[src/rtl/pc_next_pkg.sv]
// Shared types and constants for the program-counter block: FSM states,
// default reset/trap vectors and the indices of the standard next-PC sources.
package pc_next_pkg;

    typedef enum logic {
        RUN  = 1'b0,
        TRAP = 1'b1
    } pc_state_e;

    localparam logic [31:0] PC_RESET_VECTOR = 32'h0000_0000;
    localparam logic [31:0] PC_TRAP_VECTOR  = 32'h0000_00FC;

    typedef enum int {
        PC_PLUS4   = 0,
        ALU_OUT    = 1,
        BRANCH     = 2,
        JUMP       = 3,
        EPC        = 4,
        MEM_VECTOR = 5
    } pc_src_idx_e;

endpackage

[src/rtl/pc_src_mux.sv]
// Combinational NSRC-to-1 next-PC source selector with an out-of-range flag
// for select codes that do not map to a source.
module pc_src_mux
    import pc_next_pkg::*;
#(
    parameter  int WIDTH = 32,
    parameter  int NSRC  = 6,
    localparam int SELW  = (NSRC > 1) ? $clog2(NSRC) : 1
) (
    input  logic [NSRC*WIDTH-1:0] src_data,
    input  logic [SELW-1:0]       sel,
    output logic [WIDTH-1:0]      target,
    output logic                  out_of_range
);

    logic [31:0] sel_ext;

    always_comb begin
        target  = '0;
        sel_ext = 32'(sel);
        for (int k = 0; k < NSRC; k++) begin
            if (sel == SELW'(k)) begin
                target = src_data[k*WIDTH +: WIDTH];
            end
        end
        out_of_range = (sel_ext >= 32'(NSRC));
    end

endmodule

[src/rtl/pc_next_unit.sv]
// Program counter with next-PC source select, conditional write, previous-PC
// capture and an optional misaligned-target trap (PC_NEXT_ALIGN_CHECK_EN).
module pc_next_unit
    import pc_next_pkg::*;
#(
    parameter  int               WIDTH        = 32,
    parameter  int               NSRC         = 6,
    parameter  logic [WIDTH-1:0] RESET_VECTOR = WIDTH'(PC_RESET_VECTOR),
    parameter  logic [WIDTH-1:0] TRAP_VECTOR  = WIDTH'(PC_TRAP_VECTOR),
    localparam int               SELW         = (NSRC > 1) ? $clog2(NSRC) : 1
) (
    input  logic                  clk,
    input  logic                  reset_n,
    input  logic [NSRC*WIDTH-1:0] src_data,
    input  logic [SELW-1:0]       pc_src,
    input  logic                  pc_write,
    input  logic                  pc_write_cond,
    input  logic                  cond,
    input  logic                  trap_ack,
    output logic [WIDTH-1:0]      pc,
    output logic [WIDTH-1:0]      pc_prev,
    output logic                  pc_updated,
    output logic                  sel_err,
    output logic                  trap,
    output logic [WIDTH-1:0]      bad_addr
);

    logic             load_req;
    logic [WIDTH-1:0] target;
    logic             out_of_range;

    assign load_req = pc_write | (pc_write_cond & cond);

    pc_src_mux #(
        .WIDTH (WIDTH),
        .NSRC  (NSRC)
    ) u_src_mux (
        .src_data     (src_data),
        .sel          (pc_src),
        .target       (target),
        .out_of_range (out_of_range)
    );

`ifdef PC_NEXT_ALIGN_CHECK_EN
    pc_state_e        state;
    logic [WIDTH-1:0] bad_addr_q;

    always_ff @(posedge clk or negedge reset_n) begin
        if (!reset_n) begin
            state      <= RUN;
            pc         <= RESET_VECTOR;
            pc_prev    <= '0;
            bad_addr_q <= '0;
            pc_updated <= 1'b0;
            sel_err    <= 1'b0;
        end else begin
            pc_updated <= 1'b0;
            sel_err    <= 1'b0;
            if (state == RUN) begin
                if (load_req) begin
                    if (out_of_range) begin
                        sel_err <= 1'b1;
                    end else if (target[1:0] != 2'b00) begin
                        pc         <= TRAP_VECTOR;
                        pc_prev    <= pc;
                        bad_addr_q <= target;
                        state      <= TRAP;
                        pc_updated <= 1'b1;
                    end else begin
                        pc         <= target;
                        pc_prev    <= pc;
                        pc_updated <= 1'b1;
                    end
                end
            end else begin
                // Any load presented alongside the ack is dropped.
                if (trap_ack) begin
                    state <= RUN;
                end
            end
        end
    end

    assign trap     = (state == TRAP);
    assign bad_addr = bad_addr_q;
`else
    logic unused_cfg;

    always_ff @(posedge clk or negedge reset_n) begin
        if (!reset_n) begin
            pc         <= RESET_VECTOR;
            pc_prev    <= '0;
            pc_updated <= 1'b0;
            sel_err    <= 1'b0;
        end else begin
            pc_updated <= 1'b0;
            sel_err    <= 1'b0;
            if (load_req) begin
                if (out_of_range) begin
                    sel_err <= 1'b1;
                end else begin
                    pc         <= target;
                    pc_prev    <= pc;
                    pc_updated <= 1'b1;
                end
            end
        end
    end

    assign trap       = 1'b0;
    assign bad_addr   = '0;
    assign unused_cfg = trap_ack ^ (|TRAP_VECTOR);
`endif

endmodule

[config.mk]
export PLATFORM = sky130hd
export DESIGN_NAME = pc_next_unit
export DESIGN_NICKNAME = d
export VERILOG_FILES = /design/src/rtl/pc_next_pkg.sv /design/src/rtl/pc_src_mux.sv /design/src/rtl/pc_next_unit.sv
export SDC_FILE = /design/constraint.sdc
export NUM_CORES = 1
export LEC_CHECK = 0
export BUFFER_PORTS_ARGS = -buffer_cell sky130_fd_sc_hd__buf_2
export CAP_MARGIN = 30
export CORE_AREA = 2 2 115 117
export CTS_BUF_LIST = sky130_fd_sc_hd__clkbuf_8
export DETAILED_ROUTE_END_ITERATION = 10
export DIE_AREA = 0 0 117 119
export PLACE_DENSITY = 0.75
export SYNTH_ARGS = -nofsm -noshare
export SYNTH_HDL_FRONTEND = slang
export SYNTH_HIERARCHICAL = 1
export SYNTH_SLANG_ARGS = --single-unit
export TNS_END_PERCENT = 1
[constraint.sdc]
create_clock -name clk -period 1.8 [get_ports clk]
set_clock_uncertainty 0.15 [all_clocks]
set_input_delay 0.18 -clock clk [delete_from_list [all_inputs] [get_ports clk]]
set_output_delay 0.18 -clock clk [all_outputs]
set_load 0.01 [all_outputs]
== Yosys cells after proc, flatten, opt, wreduce, memory -nomap -nowiden ==
Cells that the tools add are included.

* Bits in registers: 66
* Output and inout bits: 99

* Magnitude comparators: 1
* Equality and inequality tests: 5
* Multiplexer cells: 10
* Bitwise gates (word level): 3
* Reduce and logical (&&, ||, !) cells: 2

{| class="wikitable"
|+ Operator list
! kind !! number
|-
| $mux W32 || 6
|-
| $eq A3 B2 Y1 const B || 2
|-
| $eq A3 B3 Y1 const B || 2
|-
| $mux W1 || 4
|-
| $eq A3 B1 Y1 const B || 1
|-
| $ge A3 B3 Y1 const B || 1
|-
| $logic_not A3 Y1 || 1
|-
| $reduce_and A2 Y1 || 1
|-
| $and A1 B1 Y1 || 1
|-
| $not A1 Y1 || 1
|-
| $or A1 B1 Y1 || 1
|}

== Longest topological paths before layout ==
Gate-level depths: netlist (run 1).

* Depth in word-level cells: 7
* Gate-level depth with buffers: 8
* Mapped depth without buffers: 5

== Hierarchy ==
Netlist (run 1), hierarchy kept.

{| class="wikitable"
|+ Modules (own cells, without submodules)
! module !! instances !! cells each !! area each (um^2) !! sequential area each (um^2)
|-
| pc_next_unit || 1 || 261 || 3199.3 || 1651.6
|-
| pc_src_mux || 1 || 200 || 1936.9 || 0.0
|}

== Least setup slack after synthesis (run 1) ==
OpenSTA, ideal clock, no wires.

* Path kind: input to register
* Start point: input pc_src[2]
* End point: register pc[31]
* Setup time: 122 ps
* Arrival: 1448 ps
* Required time: 1528 ps
* Setup slack: 81 ps
* Cell stages on the path: 8
* Path through: inv_1 > buf_2 > clkbuf_1 > nor2_1 > nand2b_1 > buf_4 > buf_6 > a32o_1

* Elaborated cells between the ends (all ways): 15

{| class="wikitable"
|+ RTL lines
! element !! RTL line !! text
|-
| start: declaration || pc_next_unit.sv:15 || <nowiki>input logic [SELW-1:0] pc_src,</nowiki>
|-
| $ge A3 B3 Y1 || pc_src_mux.sv:26 || <nowiki>out_of_range = (sel_ext >= 32'(NSRC));</nowiki>
|-
| named net out_of_range || pc_next_unit.sv:30 || <nowiki>logic out_of_range;</nowiki>
|-
| $not A1 Y1 (no source line) || - ||
|-
| $reduce_and A2 Y1 (no source line) || - ||
|-
| end signal: assignment || pc_next_unit.sv:102 || <nowiki>pc <= target;</nowiki>
|-
| end: declaration || pc_next_unit.sv:20 || <nowiki>output logic [WIDTH-1:0] pc,</nowiki>
|}

The timed path passes the listed nets, and every way through them passes these cells.
A chain may end at the register's enable or synchronous reset.

== Worst setup path in the final report (run 1) ==
* Start point: input pc_src[1]
* End point: register pc[0]

* Longest elaborated chain between the ends: 7
* Elaborated cells between the ends (all ways): 15

{| class="wikitable"
|+ RTL lines
! element !! RTL line !! text
|-
| $logic_not A3 Y1 || pc_src_mux.sv:22 || <nowiki>if (sel == SELW'(k)) begin</nowiki>
|-
| $mux W32 (5 in series) || pc_src_mux.sv:22 ||
|-
| $mux W32 (*) || pc_src_mux.sv:22 ||
|-
| named net target[0] || pc_next_unit.sv:29 || <nowiki>logic [WIDTH-1:0] target;</nowiki>
|}

The timed path passes the listed nets; every way through them passes the cells marked *.

==> results of run 1 <==
==> synthesized netlist by cell type <==
cell type  instances
a21o_1             1
a221oi_1           3
a221oi_2          29
a32o_1            64
and2_1             1
buf_2             17
buf_4             39
buf_6             22
clkbuf_1          17
conb_1             1
dfrtp_1           66
inv_1              2
inv_2              1
mux2_2            32
nand2b_1           1
nand3b_1           1
nor2_1             1
nor2b_1           65
o21ai_0           30
o21ai_1            2
o22ai_1           32
o32ai_1            2
o32ai_2           30
or2_1              1
or2b_1             1
==> state kept, by name, summed over array words and instances (netlist names) <==
name	flops
sel_err	1
pc_prev	32
pc	32
pc_updated	1
==> layout make-up <==
type / count / area, um^2
Timing Repair Buffer: 301 / 1760
Antenna cell: 5 / 12.5
Sequential cell: 66 / 1650
Tap cell: 176 / 220
Clock inverter: 5 / 77.6
Multi-Input combinational cell: 329 / 2920
Inverter: 3 / 11.3
Fill cell: 1197 / 6070
Clock buffer: 11 / 151
==> worst min path at each step <==
| stage | from | slack, ns | endpoint | depth (start not counted) |
|---|---|---|---|---|
| 6_report | reset_n | 0.17 | pc_prev[18] | 2 |
| 5_1_grt | reset_n | 0.19 | pc_prev[24] | 2 |
| 4_1_cts | reset_n | 0.16 | pc[24] | 2 |
| 3_5_place_dp | reset_n | 0.007 | pc_prev[18] | 1 |
| 3_3_place_gp | reset_n | 0.005 | pc_prev[18] | 1 |
| 2_1_floorplan | reset_n | -0.27 | pc[0] | 0 |
==> cells by family (layout without fill, tap and decap cells) <==
family,after synthesis,count (layout),share of synthesized area [%]
DFF,66,66,32.2
muxes,32,32,7.02
and+or+nand+nor,71,71,8.65
other,1,38,0.0730
buffers and inverters,98,320,13.6
AOI/OAI and AO/OA,193,193,38.5
==> through the flow <==
step / hold WS (ns) / util [%] / cells
final: 0.170 / 52.8 / 896
after global routing: 0.191 / 52.8 / 896
after CTS: 0.160 / 52.7 / 891
after detailed placement: 0.00714 / 50.9 / 874
after global placement: 0.00503 / 50.9 / 874
after floorplan: -0.266 / - / 493
==> power by group through the flow <==
| stage | combinational, W | clock, W | sequential, W |
|---|---|---|---|
| finish | 0.00177 | 0.00139 | 0.00191 |
| global route | 0.00191 | 0.00148 | 0.00194 |
| CTS | 0.00177 | 0.00143 | 0.00191 |
| detailed placement | 0.00176 | 0 | 0.00194 |
| global placement | 0.00171 | 0 | 0.00192 |
| floorplan | 0.000973 | 0 | 0.00201 |
==> metal layers <==
layer | vias up | wire length, um
li1 | 2296 | -
met4 | 0 | 581
met2 | 255 | 8080
met1 | 2482 | 7440
met5 | - | 0
met3 | 52 | 936
==> worst max-delay path: stages <==
cell,delay [ns]
buf_2,0.12
or2_2,0.37
buf_4,0.17
o32ai_1,0.27
a221oi_1,0.12
nor2b_1,0.18
a32o_1,0.20
==> what timing repair did <==
action	in CTS	in global routing
setup buffers	0	0
hold endpoints to repair	19	0
hold buffers	1	0
==> flow_metrics.env, run 1 <==
export IMPL_status="finished clean"
export IMPL_cts_root_buf="clkbuf_8"
export IMPL_place_area_um2=6550
export IMPL_io_pins=300
export IMPL_r2r_worst_path_cells=2
export IMPL_ys_seq_area_share_pct=32.2
export IMPL_place_congestion=0.866
export IMPL_p_int_w=0.00346
export IMPL_rsz0062_at_grt="no"
export IMPL_ant_nets=0
export IMPL_synth_top_area_cell="dfrtp_1"
export IMPL_htree_levels=3
export IMPL_fin_crit_ns=1.51
export IMPL_ys_ff_latch=66
export IMPL_drt_initial_drc_count=280
export IMPL_final_common_cell="buf_2"
export IMPL_clkPwrFrac_pct=27.4
export IMPL_vias=5085
export IMPL_cts_tree="done"
export IMPL_met3_usage_pct=3.41
export IMPL_power_frac_comb_pct=34.9
export IMPL_grt_busiest_layer="met2"
export IMPL_critPathArrivalTime_ns=1.60
export IMPL_ys_types=25
export IMPL_first_pass_iters=5
export IMPL_dieHeight_um=119
export IMPL_nets=911
export IMPL_finalPower_w=0.00507
export IMPL_die_x_um=117
export IMPL_start_kind="input pin"
export IMPL_r2r_slack_ns=0.76
export IMPL_pre_cts_ws_ns=-0.0554
export IMPL_tns_ns=0
export IMPL_setup_viol=0
export IMPL_grt_max_degree=65
export IMPL_max_slew_margin_pct=58.7
export IMPL_slew_violations=0
export IMPL_use_met2_pct=37.2
export IMPL_critical_path_class="input pin to flip-flop"
export IMPL_crit_required_ns=1.89
export IMPL_period_share_pct=84.1
export IMPL_final_setup_worst_slack_ns=0.287
export IMPL_area_growth_pct=32.4
export IMPL_drc=0
export IMPL_max_cap_viol_count=0
export IMPL_swShare_pct=31.6
export IMPL_start_util_pct=39.9
export IMPL_globalRouteOverflowTotal=0
export IMPL_wl_um=17000
export IMPL_layout_common_cells="265 x buf_2, 66 x dfrtp_1, 65 x nor2b_1"
export IMPL_worstSetupStartpoint="pc_src[1]"
export IMPL_num_rows=42
export IMPL_grt_usage_pct=24.0
export IMPL_r2r_end="pc_prev[8]"
export IMPL_worstMarginPinSlew_ns=0.619
export IMPL_port_buffers=265
export IMPL_avgSynthCellArea_um2=11.1
export IMPL_post_cts_resized=0
export IMPL_antenna_found_initial=6
export IMPL_use_met1_pct=32.9
export IMPL_clk_pin_slew_ns=0.07
export IMPL_switching_power_w=0.00160
export IMPL_insertion_delay_ns=0.34
export IMPL_power_density_nw_per_um2=745
export IMPL_clkSinkCount=66
export IMPL_clockBufferDepth=2
export IMPL_netlist_area_um2=5140
export IMPL_fmax_mhz=661
export IMPL_synth_warnings=6
export IMPL_post_drt_wl_per_cell_um=19.0
export IMPL_core_area_um2=12900
export IMPL_drive_gt1_share_pct=57.8
export IMPL_grt_pass1_vias=4958
export IMPL_leakage_nw=3.12
export IMPL_via_per_inst=5.68
export IMPL_finalHoldViolCount=0
export IMPL_die_area_um2=13900
export IMPL_dp_hpwl_um=13100
export IMPL_yosys_top_cells_area="dfrtp_1 32%, a32o_1 12%, o32ai_2 9.5%"
export IMPL_endpoint_kind="flip-flop"
export IMPL_critPathCapture="pc[0]"
export IMPL_path_max_fanout=5
export IMPL_ir_drop_mv=0.393
export IMPL_worstReg2RegStart="pc[8]"
export IMPL_hp_class="input pin to async pin"
export IMPL_synth_top_area_share_pct=32.2
export IMPL_postSynthCellCount=461
export IMPL_p_seq_share_pct=37.7
export IMPL_design_area_um2=6800
export IMPL_grt_first_pass_wirelength_um=26100
export IMPL_cts_made_buffers=9
(Power assumes the default switching activity.)
==> run 2: changes to the inputs <==
- ABC_AREA: not set -> 1
- PLACE_DENSITY: 0.75 -> 0.7
- clock period: 1.8 -> 1.5 ns (I/O delays scaled with it)
==> run 2 against run 1 <==
Compared with the run above:
- cell count is 27% higher
- wire length is 6.5% lower
- sequential share of layout area is 1.4 points higher
==> flow_metrics.env, run 2 <==
export IMPL_netlist_area_um2=4560
export IMPL_synth_top_area_cell="dfrtp_1"
export IMPL_crit_top_cell="dlygate4sd3_1"
export IMPL_post_cts_buffers=0
export IMPL_drive_gt1_share_pct=34.9
export IMPL_area_growth_pct=40.8
export IMPL_crit_buf_inv=3
export IMPL_clockBufferDepth=2
export IMPL_wl_um=15900
export IMPL_start_util_pct=35.4
export IMPL_synth_commonest_cells="247 x nand2_1, 97 x nand3_1, 66 x dfrtp_1, 65 x nor2_1, 64 x nand4_1"
export IMPL_grt_usage_pct=23.0
export IMPL_cts_made_buffers=9
export IMPL_slew_violations=0
export IMPL_clk_pin_slew_ns=0.07
export IMPL_met3_usage_pct=2.70
export IMPL_die_area_um2=13900
export IMPL_final_common_cell="buf_2"
export IMPL_yosys_top_cells_area="dfrtp_1 36%, nand2_1 20%, nand3_1 11%"
export IMPL_min_to="pc[30]"
export IMPL_top_regs="pc x32, pc_prev x32"
export IMPL_yosysMostFrequentCell="nand2_1"
export IMPL_ys_ff_latch=66
export IMPL_via_per_inst=4.76
export IMPL_use_met2_pct=36.5
export IMPL_r2r_slack_ns=0.68
export IMPL_critical_path_class="input pin to flip-flop"
export IMPL_max_stage_delay_ns=0.59
export IMPL_htree_levels=3
export IMPL_core_area_um2=12900
export IMPL_hp_class="input pin to flip-flop"
export IMPL_utilization_pct=49.9
export IMPL_dp_hpwl_um=12400
export IMPL_swShare_pct=34.6
export IMPL_drc=0
export IMPL_status="finished clean"
export IMPL_num_rows=42
export IMPL_worstPathCellList="dlygate4sd3_1 -> buf_2 -> nand2_2 -> dlygate4sd3_1 -> a21oi_2"
export IMPL_pre_cts_ws_ns=-0.119
export IMPL_nets=1156
export IMPL_max_cap_viol_count=0
export IMPL_p_int_w=0.00344
export IMPL_critPathArrivalTime_ns=1.53
export IMPL_grt_max_degree=47
export IMPL_grt_pass1_vias=4923
export IMPL_synth_async_sr_flop_share_pct=100
export IMPL_finalHoldViolCount=0
export IMPL_antenna_found_initial=1
export IMPL_grt_first_pass_wirelength_um=25000
export IMPL_rsz0062_at_grt="no"
export IMPL_clkSinkCount=66
export IMPL_synth_top_area_share_pct=36.2
export IMPL_setup_viol=0
export IMPL_postSynthCellCount=679
export IMPL_first_pass_iters=5
export IMPL_synth_edf_count=0
export IMPL_clkPwrFrac_pct=24.1
export IMPL_port_buffers=265
export IMPL_path_max_fanout=2
export IMPL_start_kind="input pin"
export IMPL_layout_common_cells="265 x buf_2, 247 x nand2_1, 97 x nand3_1"
export IMPL_p_seq_share_pct=43.5
export IMPL_insertion_delay_ns=0.35
export IMPL_leakage_nw=3.80
export IMPL_finalPower_w=0.00526
export IMPL_synth_warnings=6
export IMPL_ir_drop_mv=0.345
export IMPL_fin_crit_ns=1.45
export IMPL_cts_root_buf="clkbuf_8"
export IMPL_period_share_pct=96.5
export IMPL_switching_power_w=0.00182
export IMPL_avgSynthCellArea_um2=6.72
export IMPL_place_congestion=0.927
export IMPL_globalRouteOverflowTotal=0
export IMPL_crit_required_ns=1.58
export IMPL_power_frac_comb_pct=32.4
export IMPL_diodes=0
export IMPL_ys_types=18
export IMPL_r2r_worst_path_cells=2
export IMPL_final_setup_worst_slack_ns=0.0531
export IMPL_drt_initial_drc_count=428
export IMPL_r2r_end="pc_prev[31]"
export IMPL_power_density_nw_per_um2=819
export IMPL_critical_path_top_delay_family="buffers and inverters"
export IMPL_hold_depth=5
export IMPL_grt_busiest_layer="met2"
export IMPL_synth_ff_type="dfrtp_1"
export IMPL_io_pins=300
export IMPL_die_x_um=117
export IMPL_cp_slowest_cell="dlygate4sd3_1"
export IMPL_worstReg2RegStart="pc[31]"
export IMPL_min_delay_start="src_data[126]"
export IMPL_fmax_mhz=691
export IMPL_use_met1_pct=32.5
export IMPL_cts_tree="done"
export IMPL_post_drt_wl_per_cell_um=14.0
export IMPL_dieHeight_um=119
export IMPL_endpoint_kind="flip-flop"
export IMPL_ant_nets=0
export IMPL_ys_seq_area_share_pct=36.2
export IMPL_vias=5410
-- run 2: per-layer routing --
| layer | routed length [um] | vias to the layer above |
|---|---|---|
| li1 | - | 2684 |
| met1 | 6890 | 2479 |
| met2 | 7630 | 214 |
| met3 | 993 | 31 |
| met4 | 391 | 2 |
| met5 | 13 | - |
-- run 2: cell families after synthesis --
group	after synthesis	synth area share, %
and+or+nand+nor	489	47.8
other	1	0.0822
buffers and inverters	122	15.9
DFF	66	36.2
AOI/OAI and AO/OA	1	0.110
-- run 2: cell type report --
type / count / area, um^2
fillers: 1370 / 6450
inverters: 39 / 146
clock buffers: 10 / 138
multi-input cells: 523 / 2330
repair buffers: 316 / 1910
flip-flops and latches: 66 / 1650
clock inverters: 6 / 26.3
well taps: 176 / 220
-- run 2: how the worst max path moves through the flow --
stage / from / endpoint / depth (start not counted)
after floorplan: pc_src[0] / pc[29] / 7
after global placement: pc_src[0] / pc[20] / 9
after detailed placement: pc_src[0] / pc[23] / 9
after CTS: cond / sel_err / 5
after global routing: cond / sel_err / 5
final: cond / sel_err / 5
-- run 2: power groups by stage --
stage / Sequential (W) / Clock, W / Combinational (W)
after global placement: 0.00231 / 0 / 0.00167
after global routing: 0.00232 / 0.00138 / 0.00192
final: 0.00229 / 0.00127 / 0.00170
after floorplan: 0.00242 / 0 / 0.000765
after CTS: 0.00229 / 0.00131 / 0.00171
after detailed placement: 0.00232 / 0 / 0.00168
-- run 2: worst reg2reg max path, cell delays in order, from the launching register on --
cell and delay, ns:
dfrtp_1 0.42, nand3_1 0.10, nand2_1 0.05
-- run 2: metrics by stage --
step,cell area [um^2],TNS (ns),hold slack (ns),instances
2_1_floorplan,4680,0,-0.296,711
3_3_place_gp,6110,-1.28,0.00235,1105
3_5_place_dp,6110,-2.00,0.000882,1105
4_1_cts,6420,0,0.000189,1136
5_1_grt,6420,0,0.0295,1136
6_report,6420,0,0.00944,1136
-- run 2: timing repair --
action | CTS | global route
endpoints found under the hold margin | 73 | 0
hold buffers | 15 | 0
setup endpoints to repair | 0 | 1
resized for setup | 0 | 1
==> run 3: changes to the inputs <==
- CELL_PAD_IN_SITES_DETAIL_PLACEMENT: not set -> 1
- CELL_PAD_IN_SITES_GLOBAL_PLACEMENT: not set -> 1
- CORE_AREA: 2 2 115 117 -> 2 2 131 133
- DIE_AREA: 0 0 117 119 -> 0 0 133 135
- PLACE_DENSITY: 0.7 -> not set
- PLACE_DENSITY_LB_ADDON: not set -> 0.1
==> run 3 against run 2 <==
Compared with the run above:
- sequential share of layout area up 0.35 points
- sequential cell count unchanged
- power up 5.0%
- core utilization down 11 points
- count of clock-buffer cells in the layout unchanged
- clock power up 19%
- highest routed layer is now met4
==> flow_metrics.env, run 3 (synthesis gave the netlist of run 2 again) <==
export IMPL_fill_cells=2201
export IMPL_dieHeight_um=135
export IMPL_htree_levels=3
export IMPL_power_density_nw_per_um2=871
export IMPL_r2r_slack_ns=0.62
export IMPL_clkSinkCount=66
export IMPL_design_area_um2=6340
export IMPL_endpoint_kind="flip-flop"
export IMPL_via_per_inst=4.63
export IMPL_hold_depth=5
export IMPL_io_pins=300
export IMPL_fin_crit_ns=1.41
export IMPL_nets=1138
export IMPL_grt_usage_pct=21.8
export IMPL_grt_max_degree=67
export IMPL_critPathArrivalTime_ns=1.50
export IMPL_vias=5385
export IMPL_wl_um=19800
export IMPL_slew_violations=0
export IMPL_top_layer="met4"
export IMPL_ir_drop_mv=0.409
export IMPL_place_area_um2=6090
export IMPL_core_area_um2=16400
export IMPL_period_share_pct=94.2
export IMPL_dp_hpwl_um=15800
export IMPL_met1Wirelength_um=8930
export IMPL_start_util_pct=27.8
export IMPL_setup_viol=0
export IMPL_wl_met3_um=1090
export IMPL_port_buffers=265
export IMPL_leakage_nw=3.70
export IMPL_p_int_w=0.00359
export IMPL_drc=0
export IMPL_hp_class="input pin to flip-flop"
export IMPL_status="finished clean"
export IMPL_critPathCapture="sel_err"
export IMPL_max_cap_viol_count=0
export IMPL_rsz0062_at_grt="no"
export IMPL_area_growth_pct=38.9
export IMPL_grt_pass1_vias=5469
export IMPL_path_max_fanout=2
export IMPL_final_common_cell="buf_2"
export IMPL_layout_common_cells="265 x buf_2, 247 x nand2_1, 97 x nand3_1"
export IMPL_globalRouteOverflowTotal=0
export IMPL_r2r_worst_path_cells=2
export IMPL_fmax_mhz=708
export IMPL_top_regs="pc x32, pc_prev x32"
export IMPL_cts_root_buf="clkbuf_8"
export IMPL_swShare_pct=35.0
export IMPL_clkPwrFrac_pct=27.4
export IMPL_drt_initial_drc_count=224
export IMPL_num_rows=47
export IMPL_critical_path_class="input pin to flip-flop"
export IMPL_cts_tree="done"
export IMPL_power_frac_comb_pct=30.7
export IMPL_clk_pin_slew_ns=0.08
export IMPL_antenna_found_initial=3
export IMPL_crit_required_ns=1.58
export IMPL_switching_power_w=0.00193
export IMPL_drive_gt1_share_pct=34.9
export IMPL_die_x_um=133
export IMPL_die_area_um2=18000
export IMPL_place_congestion=0.910
export IMPL_first_pass_iters=4
export IMPL_worstReg2RegStart="pc[0]"
export IMPL_tns_ns=0
export IMPL_dr_wl_met2_um=9520
export IMPL_clockBufferDepth=2
export IMPL_grt_first_pass_wirelength_um=30300
export IMPL_finalHoldViolCount=0
export IMPL_ant_nets=0
export IMPL_post_drt_wl_per_cell_um=17.0
export IMPL_cts_made_buffers=9
export IMPL_post_cts_resized=0
export IMPL_post_cts_buffers=0
export IMPL_worstSetupStartpoint="cond"
export IMPL_r2r_end="pc_prev[0]"
export IMPL_p_seq_share_pct=41.9
export IMPL_start_kind="input pin"
export IMPL_insertion_delay_ns=0.35
==> run 3: cell count changes in the layout (fill, tap and decap cells not counted), moves of 2 or more <==
cell,delta
dlygate4sd3_1,-10
buf_4,-7
diode_2,+3
inv_1,-3
clkinvlp_4,+2
==> run 3: per-stage QoR <==
stage	instances	total power [W]	setup WS [ns]	hold slack [ns]	util [%]
floorplan	711	0.00319	0.166	-0.296	-
global placement	1141	0.00402	-0.111	0.0499	37.1
detailed placement	1141	0.00406	-0.156	0.0510	37.1
CTS	1161	0.00559	0.107	0.000725	38.6
global route	1164	0.00587	0.0411	0.0263	38.6
finish	1164	0.00552	0.0866	0.0110	38.6
==> run 3: worst min-delay path by stage <==
stage                        from           to  slack [ns]
floorplan                 reset_n        pc[0]       -0.30
global placement          reset_n  pc_prev[30]        0.05
detailed placement        reset_n  pc_prev[31]        0.05
CTS                 src_data[177]       pc[17]      0.0007
global route        src_data[150]       pc[22]        0.03
finish              src_data[152]       pc[24]        0.01
==> run 3: critical path, cell delays in order <==
cell and delay [ns]:
dlygate4sd3_1 0.53, buf_2 0.13, nand2_2 0.08, dlygate4sd3_1 0.56, a21oi_1 0.06
==> run 3: final cells by class <==
cell class	count	area (um^2)	share of cell area [%]
clock inverter	5	55.1	0.869
tap	220	275	4.34
inverter	39	146	2.31
antenna	3	7.51	0.118
timing repair buffer	298	1740	27.4
sequential	66	1650	26.1
multi-input combinational	523	2330	36.7
clock buffer	10	138	2.17
==> run 3: layer usage <==
metal | up-vias | GRT usage [%]
li1 | 2648 | -
met1 | 2524 | 30.0
met2 | 193 | 35.3
met3 | 20 | 3.72
met4 | 0 | 6.45
met5 | - | 0
==> run 3: power by group through the flow <==
stage          logic (W)  clock network (W)  registers, W
3_3_place_gp     0.00168                  0       0.00234
5_1_grt          0.00189            0.00163       0.00235
2_1_floorplan   0.000765                  0       0.00242
3_5_place_dp     0.00171                  0       0.00235
6_report         0.00170            0.00151       0.00231
4_1_cts          0.00172            0.00155       0.00232
==> run 3: timing repair <==
action                                  CTS  global route
hold buffers                              5             0
endpoints found under the setup margin    0             0
endpoints found under the hold margin    68             0
